===== config.mk =====
export PLATFORM = sky130hd
export DESIGN_NAME = alu_seq_flat
export DESIGN_NICKNAME = d
export VERILOG_FILES = /design/src/rtl/alu_seq_if.sv /design/src/rtl/alu_seq.sv /design/src/flat_wrapper.sv
export SDC_FILE = /design/constraint.sdc
export NUM_CORES = 1
export LEC_CHECK = 0
export BUFFER_PORTS_ARGS = -buffer_cell sky130_fd_sc_hd__clkbuf_2
export CAP_MARGIN = 30
export CORE_MARGIN = 4
export CORE_UTILIZATION = 45
export DETAILED_ROUTE_END_ITERATION = 16
export PLACE_DENSITY = 0.63
export SETUP_SLACK_MARGIN = 0.2
export SKIP_CTS_REPAIR_TIMING = 1
export SLEW_MARGIN = 25
export SYNTH_ARGS = -nofsm -noshare
export SYNTH_HDL_FRONTEND = slang
export SYNTH_SLANG_ARGS = --single-unit

===== constraint.sdc =====
create_clock -name clk -period 5.76 [get_ports clk]
set_input_delay 0.288 -clock clk [delete_from_list [all_inputs] [get_ports clk]]
set_output_delay 0.288 -clock clk [all_outputs]
set_load 0.01 [all_outputs]

===== src/rtl/alu_seq_if.sv =====
// Bus bundle for alu_seq: instruction handshake, load port, ALU stub and result.
// ALU_SEQ_ZERO_FLAG_EN adds the zero result flag to the bundle.
interface alu_seq_if #(
  parameter int ALU_OPW = 5
);
  logic               in_valid;
  logic               in_ready;
  logic [ALU_OPW-1:0] in_op;
  logic [1:0]         in_rd;
  logic [1:0]         in_ra;
  logic [1:0]         in_rb;
  logic               ld_en;
  logic [1:0]         ld_addr;
  logic [7:0]         ld_data;
  logic [7:0]         alu_a;
  logic [7:0]         alu_b;
  logic [ALU_OPW-1:0] alu_sel;
  logic [7:0]         alu_o;
  logic               alu_cout;
  logic               out_valid;
  logic [7:0]         out_data;
  logic               out_carry;
`ifdef ALU_SEQ_ZERO_FLAG_EN
  logic               zero;

  modport slave (
    input  in_valid, in_op, in_rd, in_ra, in_rb, ld_en, ld_addr, ld_data, alu_o, alu_cout,
    output in_ready, alu_a, alu_b, alu_sel, out_valid, out_data, out_carry, zero
  );
  modport master (
    output in_valid, in_op, in_rd, in_ra, in_rb, ld_en, ld_addr, ld_data, alu_o, alu_cout,
    input  in_ready, alu_a, alu_b, alu_sel, out_valid, out_data, out_carry, zero
  );
`else
  modport slave (
    input  in_valid, in_op, in_rd, in_ra, in_rb, ld_en, ld_addr, ld_data, alu_o, alu_cout,
    output in_ready, alu_a, alu_b, alu_sel, out_valid, out_data, out_carry
  );
  modport master (
    output in_valid, in_op, in_rd, in_ra, in_rb, ld_en, ld_addr, ld_data, alu_o, alu_cout,
    input  in_ready, alu_a, alu_b, alu_sel, out_valid, out_data, out_carry
  );
`endif
endinterface


===== src/rtl/alu_seq.sv =====
// Four-state sequencer driving an external combinational ALU from a 4x8 register file.
// Optional zero result flag enabled by defining ALU_SEQ_ZERO_FLAG_EN.
module alu_seq #(
  parameter int ALU_OPW = 5
) (
  input  logic     clk,
  input  logic     rst,
  alu_seq_if.slave bus
);

  localparam logic [1:0] S_IDLE = 2'd0;
  localparam logic [1:0] S_READ = 2'd1;
  localparam logic [1:0] S_EXEC = 2'd2;
  localparam logic [1:0] S_WB   = 2'd3;

  logic [1:0]         r_state;
  logic [ALU_OPW-1:0] r_op;
  logic [1:0]         r_rd;
  logic [1:0]         r_ra;
  logic [1:0]         r_rb;
  logic [7:0]         r_rf [4];
  logic               r_carry;
  logic [7:0]         r_alu_a;
  logic [7:0]         r_alu_b;
  logic [ALU_OPW-1:0] r_alu_sel;
  logic [7:0]         r_res;
  logic               r_res_c;
  logic               r_out_valid;
  logic [7:0]         r_out_data;
  logic               w_ready;
  logic               w_accept;
`ifdef ALU_SEQ_ZERO_FLAG_EN
  logic               r_zero;
`endif

  // A pending load blocks instruction acceptance for that cycle.
  assign w_ready  = (r_state == S_IDLE) & ~bus.ld_en & ~rst;
  assign w_accept = bus.in_valid & w_ready;

  always_ff @(posedge clk or posedge rst) begin
    if (rst) begin
      r_state     <= S_IDLE;
      r_op        <= '0;
      r_rd        <= '0;
      r_ra        <= '0;
      r_rb        <= '0;
      for (int i = 0; i < 4; i++) r_rf[i] <= '0;
      r_carry     <= 1'b0;
      r_alu_a     <= '0;
      r_alu_b     <= '0;
      r_alu_sel   <= '0;
      r_res       <= '0;
      r_res_c     <= 1'b0;
      r_out_valid <= 1'b0;
      r_out_data  <= '0;
`ifdef ALU_SEQ_ZERO_FLAG_EN
      r_zero      <= 1'b0;
`endif
    end else begin
      r_out_valid <= 1'b0;
      case (r_state)
        S_IDLE: begin
          if (bus.ld_en) begin
            r_rf[bus.ld_addr] <= bus.ld_data;
          end else if (w_accept) begin
            r_op    <= bus.in_op;
            r_rd    <= bus.in_rd;
            r_ra    <= bus.in_ra;
            r_rb    <= bus.in_rb;
            r_state <= S_READ;
          end
        end
        S_READ: begin
          r_alu_a   <= r_rf[r_ra];
          r_alu_b   <= r_rf[r_rb];
          r_alu_sel <= r_op;
          r_state   <= S_EXEC;
        end
        S_EXEC: begin
          r_res   <= bus.alu_o;
          r_res_c <= bus.alu_cout;
          r_state <= S_WB;
        end
        default: begin
          // Sources were sampled in READ, so rd may alias ra/rb safely here.
          r_rf[r_rd]  <= r_res;
          r_carry     <= r_res_c;
          r_out_valid <= 1'b1;
          r_out_data  <= r_res;
`ifdef ALU_SEQ_ZERO_FLAG_EN
          r_zero      <= (r_res == 8'h00);
`endif
          r_state     <= S_IDLE;
        end
      endcase
    end
  end

  assign bus.in_ready  = w_ready;
  assign bus.alu_a     = r_alu_a;
  assign bus.alu_b     = r_alu_b;
  assign bus.alu_sel   = r_alu_sel;
  assign bus.out_valid = r_out_valid;
  assign bus.out_data  = r_out_data;
  // The carry flag and the reported carry change together in WB and hold otherwise.
  assign bus.out_carry = r_carry;
`ifdef ALU_SEQ_ZERO_FLAG_EN
  assign bus.zero      = r_zero;
`endif

endmodule

===== src/flat_wrapper.sv =====
// flat-port wrapper written by rule: the top's interface ports become plain ports
module alu_seq_flat 
#(
  parameter int ALU_OPW = 5
)
  (clk, rst, bus_in_valid, bus_in_op, bus_in_rd, bus_in_ra, bus_in_rb, bus_ld_en, bus_ld_addr, bus_ld_data, bus_alu_o, bus_alu_cout, bus_in_ready, bus_alu_a, bus_alu_b, bus_alu_sel, bus_out_valid, bus_out_data, bus_out_carry);
  alu_seq_if #(.ALU_OPW(ALU_OPW)) bus_i ();
  input  logic clk;
  input  logic rst;
  input wire logic [$bits(bus_i.in_valid)-1:0] bus_in_valid;
  input wire logic [$bits(bus_i.in_op)-1:0] bus_in_op;
  input wire logic [$bits(bus_i.in_rd)-1:0] bus_in_rd;
  input wire logic [$bits(bus_i.in_ra)-1:0] bus_in_ra;
  input wire logic [$bits(bus_i.in_rb)-1:0] bus_in_rb;
  input wire logic [$bits(bus_i.ld_en)-1:0] bus_ld_en;
  input wire logic [$bits(bus_i.ld_addr)-1:0] bus_ld_addr;
  input wire logic [$bits(bus_i.ld_data)-1:0] bus_ld_data;
  input wire logic [$bits(bus_i.alu_o)-1:0] bus_alu_o;
  input wire logic [$bits(bus_i.alu_cout)-1:0] bus_alu_cout;
  output wire logic [$bits(bus_i.in_ready)-1:0] bus_in_ready;
  output wire logic [$bits(bus_i.alu_a)-1:0] bus_alu_a;
  output wire logic [$bits(bus_i.alu_b)-1:0] bus_alu_b;
  output wire logic [$bits(bus_i.alu_sel)-1:0] bus_alu_sel;
  output wire logic [$bits(bus_i.out_valid)-1:0] bus_out_valid;
  output wire logic [$bits(bus_i.out_data)-1:0] bus_out_data;
  output wire logic [$bits(bus_i.out_carry)-1:0] bus_out_carry;
  assign bus_i.in_valid = bus_in_valid;
  assign bus_i.in_op = bus_in_op;
  assign bus_i.in_rd = bus_in_rd;
  assign bus_i.in_ra = bus_in_ra;
  assign bus_i.in_rb = bus_in_rb;
  assign bus_i.ld_en = bus_ld_en;
  assign bus_i.ld_addr = bus_ld_addr;
  assign bus_i.ld_data = bus_ld_data;
  assign bus_i.alu_o = bus_alu_o;
  assign bus_i.alu_cout = bus_alu_cout;
  assign bus_in_ready = bus_i.in_ready;
  assign bus_alu_a = bus_i.alu_a;
  assign bus_alu_b = bus_i.alu_b;
  assign bus_alu_sel = bus_i.alu_sel;
  assign bus_out_valid = bus_i.out_valid;
  assign bus_out_data = bus_i.out_data;
  assign bus_out_carry = bus_i.out_carry;
  alu_seq #(.ALU_OPW(ALU_OPW)) u_core (.clk(clk), .rst(rst), .bus(bus_i));
endmodule

==> results.json, run 1 <==
{
  "outcome": "complete, no violations",
  "fillers": 784,
  "tightest_slew_ps": 904,
  "dp_hpwl_mm": 6.09,
  "core_mm2": 0.00876,
  "initial_utilization_pct": 46.4,
  "fin_total_pwr_mw": 2.57,
  "dp_slack_ps": 3050,
  "design_area_mm2": 0.00468,
  "period_share_pct": 43.9,
  "drc": 0,
  "wl_mm": 8.89,
  "antenna_found_initial": 0,
  "period_needed_ps": 2530,
  "grt_pass1_vias": 2592,
  "yosysTopAreaCell": "dfrtp_1",
  "grt_pass1_wl_mm": 14.0,
  "ys_seq_area_share_pct": 52.3,
  "die_area_mm2": 0.0106,
  "clock-sinks": 85,
  "combPwrFrac_pct": 41.7,
  "vias": 2599,
  "synth_top_area_share_pct": 52.3,
  "netlist_instances": 290,
  "cp.required_ps": 6000,
  "first_pass_iters": 5,
  "cts_tree": "built",
  "antennaDiodeCount": 0,
  "r2r_slack_ps": 3230,
  "synth.distinct_cells": 30,
  "intPower_mw": 1.66,
  "synth-edff-count": 0,
  "routed_via_density": 5.65,
  "synth_area_mm2": 0.00407,
  "finalSetupViolations": 0,
  "nets": 385,
  "r2r_cells": 6,
  "avgRoutedWirePerCell_um": 19.3,
  "cp_max_fo": 21,
  "dr.first_iter.drc_count": 105,
  "ir_worst_vdd_uv": 333,
  "rsz0062_at_grt": "false",
  "layout-drive-gt1-share_pct": 52.0,
  "htreeDepth": 3,
  "syn_nets": 328,
  "setup_tns_ps": 0,
  "avgSynthCellArea_um2": 14.0,
  "globalplace.congestion": 0.832,
  "ys_async_sr_fraction_pct": 100,
  "startpoint": "u_core.r_state[0]",
  "worstSetupEndpoint": "u_core.r_rf[15]",
  "timing.final.ws_setup_ps": 3230,
  "grt-ovfl-total": 0,
  "switching_share_pct": 35.5,
  "crit_path_start_kind": "flip-flop",
  "grt_usage_pct": 17.7,
  "yosysWarnings": 0,
  "clockPowerShare_pct": 17.5,
  "cts_buffer_depth": 2,
  "synth_flop_cell": "dfrtp_1",
  "cp.arrival_ps": 2760,
  "synthTopCellsByCount": "dfrtp_1 (85), mux2_2 (79), o22ai_1 (32)",
  "path_clk_slew_ps": 70,
  "crit_type": "flip-flop to flip-flop",
  "antenna_left": 0,
  "powerDensity_mw_per_mm2": 548,
  "std_cell_rows": 34,
  "drv_cap": 0,
  "relSlewSlack_pct": 39.6,
  "syn2layout_area_growth_pct": 15.1,
  "seqPwrFrac_pct": 40.8,
  "p_leak_nw": 2.14,
  "drv_slew": 0,
  "root_buffer": "clkbuf_8",
  "clk_latency_ps": 360,
  "dpl_cell_area_mm2": 0.00446,
  "max_freq_ghz": 0.396,
  "synth-seq-cells": 85,
  "r2r-start": "u_core.r_state[0]",
  "finalHoldViolCount": 0,
  "fp.dieH_um": 103,
  "grt_max_degree": 45,
  "finClkSkew_ps": 8.61,
  "switchingPower_uw": 910,
  "numCtsBuffers": 9,
  "r2r-end": "u_core.r_rf[15]",
  "synthTopCellsByArea": "dfrtp_1 (52%), mux2_2 (22%), mux4_2 (8.9%), o22ai_1 (4.9%), nand2b_1 (1.7%)",
  "critPathCaptureType": "flip-flop",
  "io_pins": 66,
  "die_x_um": 103,
  "port-buffer-count": 65,
  "hold_path.class": "input port to asynchronous set/reset pin",
  "yosysMostFrequentCell": "dfrtp_1"
}
placed cells by master, fill, tap and decap left out, types with 2 or more instances in the layout:
cell type / instances
a211oi_4: 2
bufinv_16: 2
clkbuf_1: 3
clkbuf_2: 65
clkbuf_8: 9
clkinv_2: 2
dfrtp_1: 85
ha_1: 3
inv_1: 4
mux2_1: 2
mux2_2: 79
mux4_2: 16
nand2_1: 11
nand2b_1: 11
nand3b_1: 5
nor2_1: 2
o21ai_0: 2
o22ai_1: 32
power groups by stage:
| stage | clock, mW | sequential [mW] | combinational (mW) |
|---|---|---|---|
| 2_1_floorplan | 0 | 0.983 | 0.846 |
| 3_3_place_gp | 0 | 1.05 | 1.05 |
| 3_5_place_dp | 0 | 1.06 | 1.06 |
| 4_1_cts | 0.462 | 1.05 | 1.07 |
| 5_1_grt | 0.492 | 1.09 | 1.16 |
| 6_report | 0.449 | 1.05 | 1.07 |
final cells by class:
| cell class | count | area, µm² | area share (%) |
|---|---|---|---|
| Clock inverter | 4 | 72.6 | 1.55 |
| Clock buffer | 12 | 135 | 2.89 |
| Sequential cell | 85 | 2130 | 45.4 |
| Timing Repair Buffer | 67 | 344 | 7.35 |
| Multi-Input combinational cell | 179 | 1850 | 39.5 |
| Inverter | 5 | 20.0 | 0.428 |
| Tap cell | 108 | 135 | 2.89 |
worst min path at each step:
stage                     cells after the start                      to         start  slack, ps
after floorplan                               2          u_core.r_rd[1]  bus_in_rd[1]        400
after detailed placement                      2  u_core.bus.out_data[7]           rst        480
after global routing                          3          u_core.r_rd[1]  bus_in_rd[1]        140
final                                         2  u_core.bus.out_data[7]           rst         80
after global placement                        2         u_core.r_res[7]           rst        480
after CTS                                     2    u_core.bus.out_valid           rst        100
per-stage QoR:
step / instances / hold WS (ps) / utilization [%]
2_1_floorplan: 290 / 405 / -
3_3_place_gp: 443 / 481 / 50.9
3_5_place_dp: 443 / 485 / 50.9
4_1_cts: 459 / 96.4 / 53.3
5_1_grt: 460 / 145 / 53.4
6_report: 460 / 76.6 / 53.4
state kept, by name, indices dropped and copies added (netlist names):
name,count
u_core.r_rb,2
u_core.r_op,5
u_core.r_res,8
u_core.r_ra,2
u_core.r_rd,2
u_core.bus.alu_sel,5
u_core.r_state,2
u_core.bus.out_data,8
u_core.bus.alu_b,8
u_core.r_res_c,1
u_core.bus.out_carry,1
u_core.r_rf,32
u_core.bus.alu_a,8
u_core.bus.out_valid,1
per-layer routing:
metal / global-route usage [%] / share of wire, % / routed length, µm
met1: 25.0 / 45 / 3990
met2: 26.9 / 47 / 4190
met5: 0 / 0 / 0
met4: 5.08 / 1.2 / 105
met3: 5.01 / 6.8 / 603
cells by family after synthesis:
family                     count (synthesis)  synth area share, %
muxes                                     97                 31.3
DFF                                       85                 52.3
AOI/OAI and AO/OA                         40                 7.02
and+or+nand+nor                           38                 5.48
buffers and inverters                     26                 2.68
adders and majority gates                  4                 1.23
critical path, cell delays in order (launching register included):
cell and delay [ps]:
dfrtp_1 400, inv_1 80, ha_1 320, buf_6 220, or3b_1 400, a211oi_4 590
mux2_2 400
(Power assumes the default switching activity.)
==> run 2, diff against run 1 <==
- ABC_AREA: unset -> 1
- PLACE_DENSITY: 0.63 -> 0.65
- clock period: 5.76 -> 2.3 ns (I/O delays scaled with it)
==> run 2 against run 1 <==
  * The run now ends with negative hold slack left
  * Clock skew is 5.3 ps higher
  * Die area is 13% higher
  * Power grew to 2.9 times the previous value
  * Sequential power is 140% higher
  * Critical path type unchanged
  * Critical endpoint is now u_core.r_rf[30]
  * Largest cell class is now multi-input gates
  * Largest power group unchanged
==> results.json, run 2 <==
{
  "outcome": "finished, violations left",
  "violations": "negative hold slack",
  "switchingPower_mw": 3.70,
  "synth-seq-cells": 85,
  "yosysTopAreaCell": "dfrtp_1",
  "synth_flop_cell": "dfrtp_1",
  "clock-sinks": 85,
  "grt-ovfl-total": 0,
  "cts_tree": "built",
  "switching_share_pct": 49.2,
  "finClkSkew_ps": 13.9,
  "rsz0062_at_grt": "false",
  "synthTopCellsByCount": "nand2_1 (328), dfrtp_1 (85), inv_1 (62)",
  "die_x_um": 110,
  "clk_latency_ps": 370,
  "seqPwrFrac_pct": 33.8,
  "intPower_mw": 3.81,
  "numCtsBuffers": 9,
  "finalSetupViolations": 0,
  "vias": 4293,
  "grt_pass1_vias": 4183,
  "wl_mm": 12.0,
  "drv_cap": 0,
  "crit_path_start_kind": "flip-flop",
  "synth.distinct_cells": 24,
  "largest-register": "u_core.r_rf",
  "cp.arrival_ps": 2060,
  "tightest_slew_ps": 643,
  "synthTopCellsByArea": "dfrtp_1 (46%), nand2_1 (27%), nand3_1 (5.7%), inv_1 (5.0%), o21ai_0 (3.7%)",
  "io_pins": 66,
  "crit_type": "flip-flop to flip-flop",
  "syn2layout_area_growth_pct": 16.6,
  "stdcell_count": 863,
  "p_leak_nw": 3.09,
  "synth-edff-count": 0,
  "antenna_left": 0,
  "antennaDiodeCount": 0,
  "largest_reg_flops": 32,
  "std_cell_rows": 36,
  "layout_commonest_cell": "nand2_1",
  "cp_max_fo": 9,
  "synth_area_mm2": 0.00464,
  "hold_slack_ps": -17.9,
  "clockPowerShare_pct": 12.8,
  "path_clk_slew_ps": 90,
  "netlist_instances": 649,
  "critPathCaptureType": "flip-flop",
  "grt_max_degree": 63,
  "period_needed_ps": 1790,
  "fillers": 1014,
  "gr-usage-met3_pct": 2.94,
  "layout-drive-gt1-share_pct": 15.9,
  "grt_pass1_wl_mm": 20.1,
  "routed_via_density": 4.97,
  "core_mm2": 0.00991,
  "yosysMostFrequentCell": "nand2_1",
  "synth_top_area_share_pct": 45.8,
  "initial_utilization_pct": 46.8,
  "antenna_found_initial": 0,
  "hold_path.class": "input port to flip-flop",
  "drv_slew": 0,
  "dr.first_iter.drc_count": 332,
  "max_freq_ghz": 0.558,
  "syn_nets": 687,
  "globalplace.congestion": 0.836,
  "powerDensity_mw_per_mm2": 1390,
  "fp.dieH_um": 110,
  "ys_async_sr_fraction_pct": 100,
  "setup_tns_ps": 0,
  "relSlewSlack_pct": 57.1,
  "ir_worst_vdd_uv": 905,
  "avgRoutedWirePerCell_um": 13.9,
  "top_usage_layer": "met2",
  "avgSynthCellArea_um2": 7.15,
  "final_cell_mix": "nand2_1 (328), dfrtp_1 (85), clkbuf_2 (65)",
  "multi_input_area_mm2": 0.00214,
  "htreeDepth": 3,
  "cts_buffer_depth": 2,
  "finalHoldViolCount": 3,
  "ys_seq_area_share_pct": 45.8,
  "die_area_mm2": 0.0120,
  "dp.cells": 829,
  "seq_area_mm2": 0.00213,
  "port-buffer-count": 65,
  "grtUsageMet1_pct": 29.4,
  "first_pass_iters": 7,
  "cp.required_ps": 2570,
  "drc": 0,
  "root_buffer": "clkbuf_8",
  "period_share_pct": 78.0,
  "combPwrFrac_pct": 53.4,
  "dp_hpwl_mm": 8.89,
  "grt_usage_pct": 21.8,
  "grtUsageMet2_pct": 35.5,
  "nets": 763,
  "yosysWarnings": 0
}
-- run 2: cell count changes in the layout (fill, tap and decap cells not counted), sizes merged, moves of 11 or more --
| cell | previous run | this run |
|---|---|---|
| nor2 | 2 | 27 |
| dlygate4sd3 | 0 | 18 |
| nand2 | 11 | 341 |
| nand3 | 1 | 57 |
| o22ai | 32 | 0 |
| o21ai | 2 | 35 |
| nand2b | 11 | 0 |
| mux4 | 16 | 0 |
| mux2 | 81 | 0 |
| inv | 4 | 65 |
-- run 2: cell type report --
class / count / area share [%]
Tap cell: 133 / 3.08
Clock inverter: 5 / 0.648
Timing Repair Buffer: 89 / 10.4
Sequential cell: 85 / 39.3
Inverter: 65 / 4.58
Clock buffer: 11 / 2.43
Multi-Input combinational cell: 475 / 39.5
-- run 2: metrics by stage --
stage / hold slack (ps) / total power, mW / worst slack [ps] / utilization, % / area, µm²
after floorplan: 236 / 5.49 / 865 / - / 4640
after global placement: 209 / 6.45 / 626 / 51.1 / 5060
after detailed placement: 219 / 6.54 / 529 / 51.1 / 5060
after CTS: -195 / 7.53 / 509 / 52.8 / 5230
after global routing: 16.0 / 8.24 / 370 / 54.6 / 5410
final: -17.9 / 7.51 / 506 / 54.6 / 5410
-- run 2: critical path, stage by stage, from the launching register on --
cell	delay [ps]
dfrtp_1	420
inv_1	100
ha_1	250
buf_4	250
inv_2	90
o21ai_2	170
nand3_2	250
nand2_1	130
nand2_1	50
-- run 2: cells by family after synthesis --
| logic type | after synthesis | share of synthesized area, % |
|---|---|---|
| AND/OR/NAND/NOR | 426 | 39.8 |
| flip-flops | 85 | 45.8 |
| buffers and inverters | 89 | 8.06 |
| adder cells (fa/ha/maj) | 4 | 1.08 |
| AO/OA/AOI/OAI | 45 | 5.18 |
-- run 2: power groups by stage --
stage                     Combinational [mW]  Clock (mW)  Sequential, mW
final                                   4.01       0.961            2.54
after floorplan                         2.99           0            2.50
after global routing                    4.59        1.04            2.61
after detailed placement                3.99           0            2.56
after CTS                               4.00       0.995            2.54
after global placement                  3.90           0            2.55
-- run 2: metal layers --
metal	routed length [µm]	vias to the layer above	share of wire, %
li1	-	2131	-
met1	5370	2022	45
met3	580	15	4.8
met5	0	-	0
met2	5830	125	49
met4	231	0	1.9
-- run 2: path summary, 6_finish.rpt --
check                           cells after the start                     to  slack (ps)                   from
worst min register to register                      2  u_core.bus.alu_sel[3]         480  u_core.bus.alu_sel[3]
max in group asynchronous                           4    u_core.bus.alu_b[5]        1260                    rst
worst max-delay path                                8        u_core.r_rf[30]         510      u_core.r_state[0]
worst max register to register                      8        u_core.r_rf[30]         510      u_core.r_state[0]
worst min-delay path                                3         u_core.r_op[0]         -20           bus_in_op[0]
min in group asynchronous                           3         u_core.r_rd[1]         370                    rst
==> run 3, diff against run 2 <==
- clock period: 2.3 -> 1.6 ns (I/O delays scaled with it)
==> run 3 against run 2 <==
  * The run now ends clean
  * Critical path depth down 2
  * Sequential cell count unchanged
  * Utilization rose by 5.0 points
  * Global-route usage grew 0.40 points
  * Clock-buffer cell count down 1
  * First-iteration DRC count decreased by 12%
  * Critical path type is now flip-flop to output pin
  * Power rose by 62%
  * Clock power rose by 48%
==> results.json, run 3 (synthesized netlist as in run 2, its figures left out) <==
{
  "initial_utilization_pct": 46.8,
  "port-buffer-count": 65,
  "combPwrFrac_pct": 58.8,
  "gr-usage-met3_pct": 3.35,
  "layout_commonest_cell": "nand2_1",
  "drc": 0,
  "htreeDepth": 3,
  "crit_path_start_kind": "flip-flop",
  "wl_mm": 13.0,
  "fin_util_pct": 59.5,
  "cp_max_fo": 5,
  "antenna_found_initial": 0,
  "cts_tree": "built",
  "fillers": 913,
  "intPower_mw": 6.29,
  "vias": 4491,
  "dp_hpwl_mm": 9.27,
  "cts_buffer_depth": 2,
  "setup_tns_ps": 0,
  "final_cell_mix": "nand2_1 (302), dfrtp_1 (85), clkbuf_2 (65)",
  "antennaDiodeCount": 0,
  "cp.arrival_ps": 1440,
  "switchingPower_mw": 5.89,
  "syn2layout_area_growth_pct": 27.2,
  "routed_via_density": 5.05,
  "grt_usage_pct": 22.2,
  "drv_slew": 0,
  "hold_path_depth": 5,
  "period_share_pct": 95.3,
  "max_freq_ghz": 0.656,
  "root_buffer": "clkbuf_8",
  "path_clk_slew_ps": 90,
  "core_mm2": 0.00991,
  "hold_path.class": "input port to flip-flop",
  "numCtsBuffers": 9,
  "fin_total_pwr_mw": 12.2,
  "die_area_mm2": 0.0120,
  "finalHoldViolCount": 0,
  "outcome": "complete, no violations",
  "grtUsageMet2_pct": 34.9,
  "grt-ovfl-total": 0,
  "grt_pass1_vias": 4249,
  "seqPwrFrac_pct": 29.6,
  "critPathCaptureType": "output pin",
  "dpl_cell_area_mm2": 0.00519,
  "finClkSkew_ps": 11.8,
  "rsz0062_at_grt": "true",
  "clockPowerShare_pct": 11.6,
  "cp.required_ps": 1520,
  "dr.first_iter.drc_count": 293,
  "switching_share_pct": 48.4,
  "design_area_mm2": 0.00590,
  "largest_reg_flops": 32,
  "largest-register": "u_core.r_rf",
  "grt_pass1_wl_mm": 20.6,
  "r2r_cells": 9,
  "first_pass_iters": 4,
  "grt_max_degree": 33,
  "tightest_slew_ps": 506,
  "period_needed_ps": 1520,
  "hold_slack_ps": 99.0,
  "nets": 790,
  "clk_latency_ps": 360,
  "drv_cap": 0,
  "fp.dieH_um": 110,
  "layout-drive-gt1-share_pct": 24.0,
  "grtUsageMet1_pct": 30.6,
  "clock-sinks": 85,
  "avgRoutedWirePerCell_um": 14.6,
  "std_cell_rows": 36,
  "finalSetupViolations": 0,
  "globalplace.congestion": 0.914,
  "io_pins": 66,
  "top_usage_layer": "met2",
  "powerDensity_mw_per_mm2": 2060,
  "crit_type": "flip-flop to output pin",
  "antenna_left": 0,
  "die_x_um": 110,
  "ir_worst_vdd_uv": 1410,
  "p_leak_nw": 3.27,
  "relSlewSlack_pct": 66.2
}
-- run 3: layer usage --
layer	up-vias	share of wire, %
li1	2195	-
met1	2128	44
met2	141	48
met3	27	4.8
met4	0	2.5
met5	-	0
-- run 3: stage by stage --
stage                     cells  setup slack [ps]
after CTS                   857              -190
after detailed placement    841              3.67
after floorplan             649               172
after global placement      841              37.2
final                       890              75.4
after global routing        890             -7.47
-- run 3: critical path, cell delays in order, from the launching register on --
cell      delay (ps)
dfrtp_1          390
inv_2             80
ha_4             170
nand2_4           70
nor2_4           130
buf_6            120
clkbuf_2         120
-- run 3: layout make-up --
| class | count | area [µm²] | area share (%) |
|---|---|---|---|
| Clock inverter | 6 | 47.5 | 0.806 |
| Timing Repair Buffer | 116 | 865 | 14.7 |
| Sequential cell | 85 | 2130 | 36.0 |
| Inverter | 65 | 248 | 4.20 |
| Multi-Input combinational cell | 475 | 2320 | 39.3 |
| Clock buffer | 10 | 128 | 2.16 |
| Tap cell | 133 | 166 | 2.82 |
-- run 3: final timing paths --
kind                                       startpoint  slack (ps)                    end
max in group asynchronous                         rst         850        u_core.r_res[4]
min in group asynchronous                         rst         270         u_core.r_rd[0]
worst max-delay path                u_core.r_state[0]          80           bus_in_ready
worst max register to register      u_core.r_state[1]          80         u_core.r_rf[2]
worst min register to register  u_core.bus.alu_sel[3]         480  u_core.bus.alu_sel[3]
worst min-delay path                   bus_ld_data[0]         100         u_core.r_rf[0]
-- run 3: power groups by stage --
stage	sequential (mW)	combinational (mW)	clock, mW
finish	3.60	7.16	1.42
global route	3.72	7.95	1.54
CTS	3.56	6.12	1.45
detailed placement	3.59	6.11	0
global placement	3.58	6.02	0
floorplan	3.60	4.35	0
